### src/rtl/nes_bus_pkg.sv
// Shared CPU/memory bus definitions: DMA trigger and OAM data port addresses,
// plus the sprite-DMA engine state encoding.
package nes_bus_pkg;

   localparam logic [15:0] OAM_DMA_ADDR = 16'h4014;
   localparam logic [15:0] OAMDATA_ADDR = 16'h2004;

   typedef enum logic [2:0] {
      IDLE  = 3'd0,
      HALT  = 3'd1,
      ALIGN = 3'd2,
      READ  = 3'd3,
      WRITE = 3'd4
   } dma_state_t;

endpackage

### src/rtl/oam_dma.sv
// Sprite-DMA engine between the CPU address/data outputs and the memory bus.
// Passes CPU cycles through when idle; a write to $4014 halts the CPU and
// copies page {data,00..FF} to OAMDATA ($2004), reads aligned to par=0.
// Ports:
//   clk, reset         - clock, asynchronous active-high reset
//   cpu_addr/wdata/we  - CPU bus cycle request
//   mem_rdata          - memory read data (combinational w.r.t. bus_addr)
//   bus_addr/wdata/we  - bus cycle driven to memory
//   cpu_rdy            - high when the CPU may advance
//   dma_active         - high while the engine owns the bus
module oam_dma
   import nes_bus_pkg::*;
(
   input  logic        clk,
   input  logic        reset,
   input  logic [15:0] cpu_addr,
   input  logic [7:0]  cpu_wdata,
   input  logic        cpu_we,
   input  logic [7:0]  mem_rdata,
   output logic [15:0] bus_addr,
   output logic [7:0]  bus_wdata,
   output logic        bus_we,
   output logic        cpu_rdy,
   output logic        dma_active
);

   dma_state_t state_q, state_d;
   logic [7:0] page_q, page_d;
   logic [7:0] idx_q, idx_d;
   logic [7:0] buf_q, buf_d;
   logic       par_q, par_d;

   // Next-state and datapath updates
   always_comb begin
      state_d = state_q;
      page_d  = page_q;
      idx_d   = idx_q;
      buf_d   = buf_q;
      par_d   = ~par_q;
      case (state_q)
         IDLE: begin
            if (cpu_we && (cpu_addr == OAM_DMA_ADDR)) begin
               page_d  = cpu_wdata;
               idx_d   = 8'd0;
               state_d = HALT;
            end
         end
         // Skip ALIGN when the following cycle is already a get cycle
         HALT:    state_d = par_q ? READ : ALIGN;
         ALIGN:   state_d = READ;
         READ: begin
            buf_d   = mem_rdata;
            state_d = WRITE;
         end
         WRITE: begin
            idx_d   = idx_q + 8'd1;
            state_d = (idx_q == 8'hFF) ? IDLE : READ;
         end
         default: state_d = IDLE;
      endcase
   end

   // State registers
   always_ff @(posedge clk or posedge reset) begin
      if (reset) begin
         state_q <= IDLE;
         page_q  <= 8'd0;
         idx_q   <= 8'd0;
         buf_q   <= 8'd0;
         par_q   <= 1'b0;
      end else begin
         state_q <= state_d;
         page_q  <= page_d;
         idx_q   <= idx_d;
         buf_q   <= buf_d;
         par_q   <= par_d;
      end
   end

   // Bus mux: passthrough, source page read, or OAMDATA write
   always_comb begin
      bus_addr   = cpu_addr;
      bus_wdata  = buf_q;
      bus_we     = 1'b0;
      cpu_rdy    = 1'b0;
      dma_active = 1'b0;
      case (state_q)
         IDLE: begin
            bus_wdata = cpu_wdata;
            bus_we    = cpu_we;
            cpu_rdy   = 1'b1;
         end
         HALT: ;
         ALIGN:   dma_active = 1'b1;
         READ: begin
            bus_addr   = {page_q, idx_q};
            dma_active = 1'b1;
         end
         WRITE: begin
            bus_addr   = OAMDATA_ADDR;
            bus_we     = 1'b1;
            dma_active = 1'b1;
         end
         default: ;
      endcase
   end

endmodule

### config.mk
export PLATFORM = sky130hd
export DESIGN_NAME = oam_dma
export DESIGN_NICKNAME = d
export VERILOG_FILES = /design/src/rtl/nes_bus_pkg.sv /design/src/rtl/oam_dma.sv
export SDC_FILE = /design/constraint.sdc
export NUM_CORES = 1
export LEC_CHECK = 0
export CELL_PAD_IN_SITES_DETAIL_PLACEMENT = 1
export CELL_PAD_IN_SITES_GLOBAL_PLACEMENT = 2
export CORE_UTILIZATION = 26
export CTS_CLUSTER_DIAMETER = 60
export DETAILED_ROUTE_END_ITERATION = 10
export HOLD_SLACK_MARGIN = 0.12
export PLACE_DENSITY = 0.85
export SYNTH_ARGS = -nofsm -noshare
export SYNTH_HDL_FRONTEND = slang
export SYNTH_SLANG_ARGS = --single-unit
### constraint.sdc
create_clock -name clk -period 2.2 [get_ports clk]
set_clock_uncertainty 0.2 [all_clocks]
set_input_delay 0.33 -clock clk [delete_from_list [all_inputs] [get_ports clk]]
set_output_delay 0.33 -clock clk [all_outputs]
set_load 0.02 [all_outputs]
======== Yosys cells after proc, flatten, opt, wreduce, memory -nomap -nowiden ========
Cells that the tools add are included.
word-level totals
  bits in registers ....................... 28
  output and inout bits ................... 27
operators by class
  add/sub/neg operators ................... 1
  equal/unequal tests ..................... 7
  multiplexer cells ....................... 11
  bitwise gates (word level) .............. 1
  reduce and logical (&&, ||, !) cells .... 6
operators with widths
  operator                number
  $pmux W16 S2            1
  $eq A16 B15 Y1 const B  1
  $mux W8                 2
  $pmux W8 S2             1
  $pmux W3 S5             1
  $add A8 B1 Y8 const B   1
  $eq A8 B8 Y1 const B    1
  $eq A3 B2 Y1 const B    2
  $reduce_and A2 Y1       2
  $eq A3 B1 Y1 const B    1
  $eq A3 B3 Y1 const B    1
  $logic_not A3 Y1        1
  $mux W1                 3
  $mux W3                 1
  $reduce_or A3 Y1        1
  $mux W2                 1
  $ne A2 B2 Y1 const B    1
  $pmux W1 S2             1
  $reduce_bool A2 Y1      1
  $logic_and A1 B1 Y1     1
  $not A1 Y1              1

======== Depth between registers and ports, before layout ========
Gate-level depths: netlist of the first run.
  depth in word-level cells ............... 4
  mapped depth ............................ 6

======== Worst setup path before layout of the first run ========
Ideal clock, no wire load.
  path type ............................... flip-flop to flip-flop
  start ................................... reg state_q[1]
  end ..................................... reg page_q[0]
  arrival time ............................ 1.774 ns
  required time ........................... 1.875 ns
  path slack .............................. 0.101 ns
  stages on the path, launching flop included .. 6
  clock period less this slack ............ 2.099 ns
  cells stage by stage .................... dfrtp_1 > buf_6 > nor3_4 > inv_2 > nor3_4 > mux2_2
between the ends
  cells in the longest elaborated chain, start to end .. 2
RTL lines
  item                         RTL line       source
  start: declaration           oam_dma.sv:27  dma_state_t state_q, state_d;
  start signal: assignment     oam_dma.sv:72  state_q <= state_d;
  $logic_not A3 Y1             oam_dma.sv:40  case (state_q)
  $reduce_and A2 Y1 (no line)  -
  end signal: assignment       oam_dma.sv:73  page_q <= page_d;
  end: declaration             oam_dma.sv:28  logic [7:0] page_q, page_d;
No other way between the ends.
A chain may end at the register's enable or synchronous reset.

======== Final worst setup path of the first run ========
  start ................................... reg state_q[0]
  end ..................................... out bus_wdata[1]
between the ends
  cells in the longest elaborated chain, start to end .. 2
RTL lines
  item              RTL line       source
  $logic_not A3 Y1  oam_dma.sv:87  case (state_q)
  $mux W8           oam_dma.sv:87
  end: declaration  oam_dma.sv:21  output logic [7:0] bus_wdata,
No other way between the ends.

==> results of run 1 <==
through the flow:
stage / area, sq um / TNS [ns] / cells / util, % / total power [uW]
after detailed placement: 2470 / -7.87 / 300 / 43.7 / 2580
after CTS: 2650 / -2.74 / 311 / 47.0 / 3160
after floorplan: 1560 / 0 / 144 / - / 1700
final: 2680 / -0.517 / 314 / 47.5 / 3200
after global routing: 2680 / -1.29 / 314 / 47.5 / 3370
after global placement: 2470 / -5.26 / 300 / 43.7 / 2550
metal layers:
metal | track usage, % | vias to the layer above | part of all wire [%]
li1 | - | 733 | -
met1 | 21.0 | 787 | 39
met2 | 32.6 | 47 | 53
met3 | 4.46 | 13 | 5.7
met4 | 7.45 | 0 | 2.1
met5 | 0 | - | 0
final cells by class:
cell class / count / area share [%]
well taps: 72 / 3.36
clock buffers: 4 / 2.05
repair buffers: 100 / 34.0
flip-flops and latches: 28 / 26.2
multi-input cells: 105 / 33.6
inverters: 5 / 0.700
cells by family (layout without fill, tap and decap cells):
logic type	after synthesis	count (layout)
AOI/OAI and AO/OA	27	27
xor gates and xnor gates	2	2
adders and majority gates	1	1
buffers and inverters	11	109
DFF	28	28
muxes	26	26
and+or+nand+nor	49	49
critical path, cell delays in order (launching register included):
cell and delay [ns]:
dfrtp_2 0.47, buf_6 0.14, nor3_4 0.22, buf_6 0.18
mux2_4 0.31, buf_6 0.13
state kept, by name (all words and copies together), names as in the netlist:
signal / flops
page_q: 8
state_q: 3
idx_q: 8
buf_q: 8
par_q: 1
cells in the final DEF, fill, tap and decap left out, types with 3 or more instances in the layout:
| master | n |
|---|---|
| dfrtp_1 | 26 |
| clkbuf_8 | 4 |
| clkdlybuf4s50_1 | 34 |
| mux2_4 | 16 |
| buf_6 | 23 |
| nor3_1 | 3 |
| inv_1 | 4 |
| o21ai_0 | 7 |
| nand3_1 | 8 |
| nor2_1 | 7 |
| mux2_2 | 8 |
| buf_4 | 29 |
| nand2_1 | 11 |
| buf_2 | 11 |
| or3_1 | 3 |
| a22o_1 | 14 |
path summary, 6_finish.rpt:
kind	to	from	slack, ns	cells after the start
setup / recovery	bus_wdata[1]	state_q[0]	-0.07	5
hold reg to reg	par_q	par_q	0.24	1
setup reg to reg	page_q[6]	state_q[0]	0.08	8
hold / removal	buf_q[0]	reset	0.21	3
min in group clk	par_q	par_q	0.24	1
max in group asynchronous	state_q[0]	reset	1.27	3
repair_timing:
item | in CTS | in global routing
gates cloned | 1 | 1
pin swaps | 2 | 5
resized for setup | 115 | 57
setup buffers | 6 | 5
endpoints found under the setup margin | 36 | 33
power breakdown:
group	total [uW]	internal, uW	switching [uW]
Clock	343	161	182
Combinational	2090	1120	974
Sequential	766	643	123
Total	3200	1930	1280
==> results.toml, run 1 <==
[cells_and_area]
fill_cells = 623
layout-drive-gt1-share_pct = 43.4
syn2layout_area_growth_pct = 72.2
regArea_sq_um = 703
multi_input_area_sq_um = 901
antenna_cells = 0
fin_nets = 279

[status]
outcome = "finished with violations"
violations = "setup timing"

[sta]
fin_ws_ns = -0.0686
hold_viol = 0
clock.fmax_mhz = 441
tightest_slew_ns = 0.397
slew_viol_final = 0
setup-violations-final = 9
hold_ws_ns = 0.210
slew_headroom_pct = 73.5
fin_crit_ns = 2.27
fin_crit_sh_pct = 103
rsz0062_at_grt = "true"

[worst_setup_path]
path_class = "reg2out"
start_kind = "flip-flop"
arrival_ns = 1.74
crit_required_ns = 1.67
cp-end-kind = "output port"
crit_path_max_fanout = 5

[route]
num_vias = 1580
first_iter_violations = 37
finalWirelength_um = 5540
wl_per_cell_um = 17.6
antenna_left = 0
via_per_inst = 5.03
drtPass1Iterations = 2
drc = 0

[floorplan]
rows = 27
initial_core_util_pct = 27.6
ioPinCount = 62
die_x_um = 79.4
dieArea_sq_um = 6300
die_h_um = 79.4
fp.coreArea_sq_um = 5640

[grt]
grt_max_degree = 29
antenna_found_initial = 0
track_usage_pct = 18.4
overflow = 0
grt_pass1_wl_um = 8770
grt_pass1_vias = 1739

[clock_tree]
clk_latency_ns = 0.29
htreeDepth = 1
cts_buffers = 3
ctsRootBufferMaster = "clkbuf_8"
cts.path.max_buffers = 2
hold_buffers = 0
cts_sinks = 28
cts_tree = "done"
path_clk_slew_ns = 0.11

[placement]
hpwl_um = 3750
io_buffers = 61
finalWeightedCongestion = 0.792
dpl_worst_slack_ns = -0.340

[synth]
ys_types = 32
synth_xor_area_share_pct = 1.13
ys_top_cells_by_count = "28 x dfrtp_1, 24 x mux2_2, 14 x a22o_1, 11 x nand2_1"
netlist.top_cell.by_area = "dfrtp_1"
async_flop_share_pct = 100
synth_top_family_by_area = "multiplexers"
netlist_instances = 144
synthAdderAreaFrac_pct = 0.804
synth-simple-area-share_pct = 18.2
syn_nets = 180
synth.most_common_cell = "dfrtp_1"
synth_edf_count = 0
synth_ff_type = "dfrtp_1"
syn_area_sq_um = 1560
synth.area.mux_share_pct = 18.6
yosys_warnings = 0
syn_area_per_cell_sq_um = 10.8
synth_top_area_share_pct = 45.0
synth_compound_area_share_pct = 12.9
yosysSeqAreaShare_pct = 45.0
synth_seq_cells = 28
synth_area_leaders = "dfrtp_1 45%, mux2_2 17%, a22o_1 7.9%"

[power]
powerDensity_nw_per_um2 = 1200
p_leak_uw = 0.00126
vdd_drop_max_v = 0.000665

[run]
maxCapViolCount = 0

[min_path]
min_path_type = "in2async"
Power figures use the tool's default switching activity.
==> run 2, diff against run 1 <==
--- a/config.mk
+++ b/config.mk
@@ -11,6 +11,7 @@
 export CTS_CLUSTER_DIAMETER = 60
 export DETAILED_ROUTE_END_ITERATION = 10
 export HOLD_SLACK_MARGIN = 0.12
+export MAX_ROUTING_LAYER = met4
 export PLACE_DENSITY = 0.85
 export SYNTH_ARGS = -nofsm -noshare
 export SYNTH_HDL_FRONTEND = slang
==> run 2 against run 1 <==
The flow still finishes with violations (setup timing). Clock-buffer cell count did not move. Die area did not move. Routed wire length rose by 0.96%. Critical path type unchanged. Largest power group unchanged. Highest routed layer unchanged.
==> results.toml, run 2 (synthesis gave the netlist of run 1 again) <==
[power]
p_leak_uw = 0.00125
power_uw = 3200
powerDensity_nw_per_um2 = 1200
vdd_drop_max_v = 0.000665

[clock_tree]
clk_latency_ns = 0.29
cts.path.max_buffers = 2
hold_buffers = 0
ctsRootBufferMaster = "clkbuf_8"
htreeDepth = 1
cts_tree = "done"
cts_buffers = 3
cts_sinks = 28
path_clk_slew_ns = 0.11

[grt]
grt_pass1_wl_um = 8710
grt_pass1_vias = 1754
overflow = 0
antenna_found_initial = 0
grt_max_degree = 29
track_usage_pct = 18.8

[sta]
setup-violations-final = 9
slew_viol_final = 0
rsz0062_at_grt = "true"
fin_crit_sh_pct = 104
setup_total_negative_slack_ns = -0.574
clock.fmax_mhz = 439
fin_crit_ns = 2.28
hold_viol = 0
slew_headroom_pct = 73.3
tightest_slew_ns = 0.400
fin_ws_ns = -0.0801

[route]
finalWirelength_um = 5590
num_vias = 1611
dr_wl_met2_um = 2910
drtPass1Iterations = 4
top_layer = "met4"
first_iter_violations = 54
dr_wl_met3_um = 272
drc = 0
via_per_inst = 5.15
antenna_left = 0
wl_per_cell_um = 17.9
wirelength_met1_um = 2280

[worst_setup_path]
cp_cell_sequence = "buf_6, nor3_4, buf_6, mux2_4, buf_6"
cp_top_family = "flip-flops"
arrival_ns = 1.75
crit_path_max_fanout = 5
path_class = "reg2out"
slowest_stage = "dfrtp_2"
start_kind = "flip-flop"
path_buf_inv = 3
cp-end-kind = "output port"
crit_required_ns = 1.67
crit_top_cell = "buf_6"
max_stage_delay_ns = 0.48

[placement]
place_area_sq_um = 2470
io_buffers = 61
hpwl_um = 3750
finalWeightedCongestion = 0.803

[floorplan]
rows = 27
dieArea_sq_um = 6300
die_h_um = 79.4
initial_core_util_pct = 27.6
die_x_um = 79.4
fp.coreArea_sq_um = 5640
ioPinCount = 62

[run]
maxCapViolCount = 0

[cells_and_area]
stdcell_area_sq_um = 2670
layout_commonest_cell = "clkdlybuf4s50_1"
syn2layout_area_growth_pct = 71.3
fill_cells = 627
top_regs = "buf_q: 8 flops, idx_q: 8 flops, page_q: 8 flops"
final_core_util_pct = 47.3
fin_nets = 278
layout_common_cells = "34 x clkdlybuf4s50_1, 28 x buf_4, 26 x dfrtp_1, 22 x buf_6, 16 x mux2_4"
layout-drive-gt1-share_pct = 43.2
antenna_cells = 0

[status]
outcome = "finished with violations"
violations = "setup timing"

[min_path]
min_path_type = "in2async"
==> run 2: tightest hold or removal path, cell delays in order <==
cell and delay, ns:
clkdlybuf4s50_1 0.39, inv_1 0.05, buf_4 0.35
==> run 2: worst paths after layout <==
check | to | cells past startpoint | slack (ns) | start
min in group clk | par_q | 1 | 0.24 | par_q
max in group asynchronous | state_q[0] | 3 | 1.26 | reset
worst max register to register | page_q[6] | 8 | 0.09 | state_q[0]
worst max-delay path | bus_wdata[2] | 5 | -0.08 | state_q[0]
worst min-delay path | buf_q[0] | 3 | 0.21 | reset
worst min register to register | par_q | 1 | 0.24 | par_q
==> run 2: metrics by stage <==
stage          hold slack (ns)  worst slack, ns  std cells
2_1_floorplan            0.195            0.101        144
3_3_place_gp             0.223           -0.216        300
3_5_place_dp             0.218           -0.340        300
4_1_cts                  0.235           -0.156        311
5_1_grt                  0.252           -0.135        313
6_report                 0.206          -0.0801        313
==> run 2: final cells by class <==
| cell class | count | area, sq um | share of cell area [%] |
|---|---|---|---|
| timing repair buffer | 99 | 898 | 33.7 |
| inverter | 5 | 18.8 | 0.704 |
| multi-input combinational | 105 | 901 | 33.8 |
| clock buffer | 4 | 55.1 | 2.06 |
| tap | 72 | 90.1 | 3.38 |
| sequential | 28 | 703 | 26.4 |
==> run 2: repair_timing <==
action	in CTS	in global routing
resized for setup	115	55
hold endpoints to repair	0	0
pin swaps	2	5
buffers inserted	6	4
setup endpoints to repair	36	33
cloned	1	1
==> run 2: power by group <==
part / switching [uW] / internal [uW] / total, uW
Clock: 183 / 161 / 344
Sequential: 124 / 643 / 768
Combinational: 974 / 1110 / 2090
Total: 1280 / 1920 / 3200
==> run 2: metal layers <==
metal  track usage, %  vias to the layer above
met5                -                        -
met4             7.45                        0
met3             3.77                       16
met2             32.8                       55
met1             21.2                      807
li1                 -                      733
==> run 3, diff against run 2 <==
--- a/config.mk
+++ b/config.mk
@@ -7,12 +7,14 @@
 export LEC_CHECK = 0
 export CELL_PAD_IN_SITES_DETAIL_PLACEMENT = 1
 export CELL_PAD_IN_SITES_GLOBAL_PLACEMENT = 2
-export CORE_UTILIZATION = 26
+export CORE_MARGIN = 4
+export CORE_UTILIZATION = 30
 export CTS_CLUSTER_DIAMETER = 60
 export DETAILED_ROUTE_END_ITERATION = 10
+export DONT_BUFFER_PORTS = 1
 export HOLD_SLACK_MARGIN = 0.12
 export MAX_ROUTING_LAYER = met4
-export PLACE_DENSITY = 0.85
+export PLACE_DENSITY = 0.7
 export SYNTH_ARGS = -nofsm -noshare
 export SYNTH_HDL_FRONTEND = slang
 export SYNTH_SLANG_ARGS = --single-unit
==> run 3 against run 2 <==
Non-clock buffer count down 59. Design area fell by 18%. Critical path type unchanged. Clock-buffer cell count is 1 lower. Worst hold slack gained 0.029 ns. Global-route usage down 3.7 points. Largest cell class unchanged. The run now ends clean. Routed wire length is 10% lower. Largest power group unchanged. Fmax rose by 4.2%.
==> results.toml, run 3 (synthesis gave the netlist of run 1 again) <==
[status]
outcome = "finished, final reports clean"

[route]
wl_per_cell_um = 20.1
drtPass1Iterations = 4
first_iter_violations = 66
num_vias = 1311
antenna_left = 0
drc = 0
via_per_inst = 5.27
finalWirelength_um = 5010

[sta]
hold_viol = 0
fin_crit_sh_pct = 99.5
setup_total_negative_slack_ns = 0
clock.fmax_mhz = 457
slew_viol_final = 0
setup-violations-final = 0
rsz0062_at_grt = "true"
slew_headroom_pct = 70.5
tightest_slew_ns = 0.439
fin_crit_ns = 2.19

[clock_tree]
cts_tree = "done"
ctsRootBufferMaster = "clkbuf_8"
cts_buffers = 3
htreeDepth = 1
path_clk_slew_ns = 0.10
clk_latency_ns = 0.27
cts.path.max_buffers = 2
cts_sinks = 28

[floorplan]
ioPinCount = 62
initial_core_util_pct = 31.9
die_h_um = 80.0
dieArea_sq_um = 6400
die_x_um = 80.0
rows = 25
fp.coreArea_sq_um = 4880

[grt]
track_usage_pct = 15.1
grt_max_degree = 29
grt_pass1_vias = 1425
overflow = 0
antenna_found_initial = 0
grt_pass1_wl_um = 7370

[cells_and_area]
antenna_cells = 0
finalNonFillerCells = 249
layout_commonest_cell = "dfrtp_1"
top_regs = "buf_q: 8 flops, idx_q: 8 flops, page_q: 8 flops"
fin_nets = 219
syn2layout_area_growth_pct = 40.3
layout_common_cells = "26 x dfrtp_1, 17 x dlygate4sd3_1, 16 x mux2_2, 14 x a22o_1, 13 x buf_4"
layout-drive-gt1-share_pct = 35.2

[worst_setup_path]
reg2reg_slack_ns = 0.17
arrival_ns = 1.66
worst_r2r_endpoint = "page_q[0]"
reg2reg_depth = 7
crit_path_max_fanout = 7
crit_required_ns = 1.67
cp-end-kind = "output port"
start_kind = "flip-flop"
path_class = "reg2out"
r2r-start = "state_q[1]"

[power]
switching_share_pct = 41.4
p_sw_uw = 1170
powerDensity_nw_per_um2 = 1300
power.internal_uw = 1660
combPwrFrac_pct = 58.5
vdd_drop_max_v = 0.000579
power_frac_seq_pct = 27.0
pwr-share-clk_pct = 14.5
p_leak_uw = 0.000986

[placement]
dpl.cell_count = 219
finalWeightedCongestion = 0.708
hpwl_um = 3300
io_buffers = 0

[min_path]
hold_depth = 1
min_path_type = "reg2reg"
worstHoldEndpoint = "par_q"
hp-start = "par_q"

[run]
maxCapViolCount = 0
## run 3: power groups by stage
stage	Clock (uW)	Combinational, uW	Sequential [uW]
global placement	0	1200	732
global route	444	1760	784
detailed placement	0	1240	745
finish	409	1660	765
floorplan	0	987	711
CTS	417	1350	738
## run 3: worst max-delay path: stages, from the launching register on
cell and delay [ns]:
dfrtp_2 0.48, buf_6 0.15, nor3_4 0.22, buf_6 0.19, mux2_4 0.35
## run 3: layout make-up
type / count / area (sq um)
fillers: 544 / 2700
multi-input cells: 105 / 872
flip-flops and latches: 28 / 703
repair buffers: 40 / 434
well taps: 67 / 83.8
clock buffers: 3 / 41.3
clock inverters: 1 / 30.0
inverters: 5 / 18.8
## run 3: metal layers
layer	vias up	global-route usage, %	share of wire, %
met4	0	3.72	0.88
met1	658	18.3	41
met5	-	-	0
met3	4	2.48	5.1
met2	42	26.2	53
li1	607	-	-
## run 3: worst max path at each step
stage,from,end,slack [ns]
floorplan,state_q[1],page_q[0],0.10
global placement,state_q[2],bus_addr[9],-0.07
detailed placement,state_q[1],bus_addr[0],-0.16
CTS,state_q[0],bus_wdata[7],-0.03
global route,state_q[1],bus_wdata[3],-0.05
finish,state_q[1],bus_wdata[7],0.01
## run 3: timing repair
| item | CTS | global route |
|---|---|---|
| pin swaps | 1 | 4 |
| hold buffers | 17 | 0 |
| cloned | 0 | 2 |
| resized for setup | 9 | 19 |
| setup endpoints to repair | 21 | 14 |
| hold endpoints to repair | 44 | 0 |
| buffers inserted | 1 | 6 |
## run 3: metrics by stage
stage	setup slack (ns)	area (sq um)	total power [uW]	utilization [%]	hold WS, ns
floorplan	0.101	1560	1700	-	0.195
global placement	-0.0679	1730	1940	35.4	0.111
detailed placement	-0.157	1730	1990	35.4	0.116
CTS	-0.0291	2010	2500	41.1	0.236
global route	-0.0452	2180	2990	44.7	0.252
finish	0.0119	2180	2830	44.7	0.235
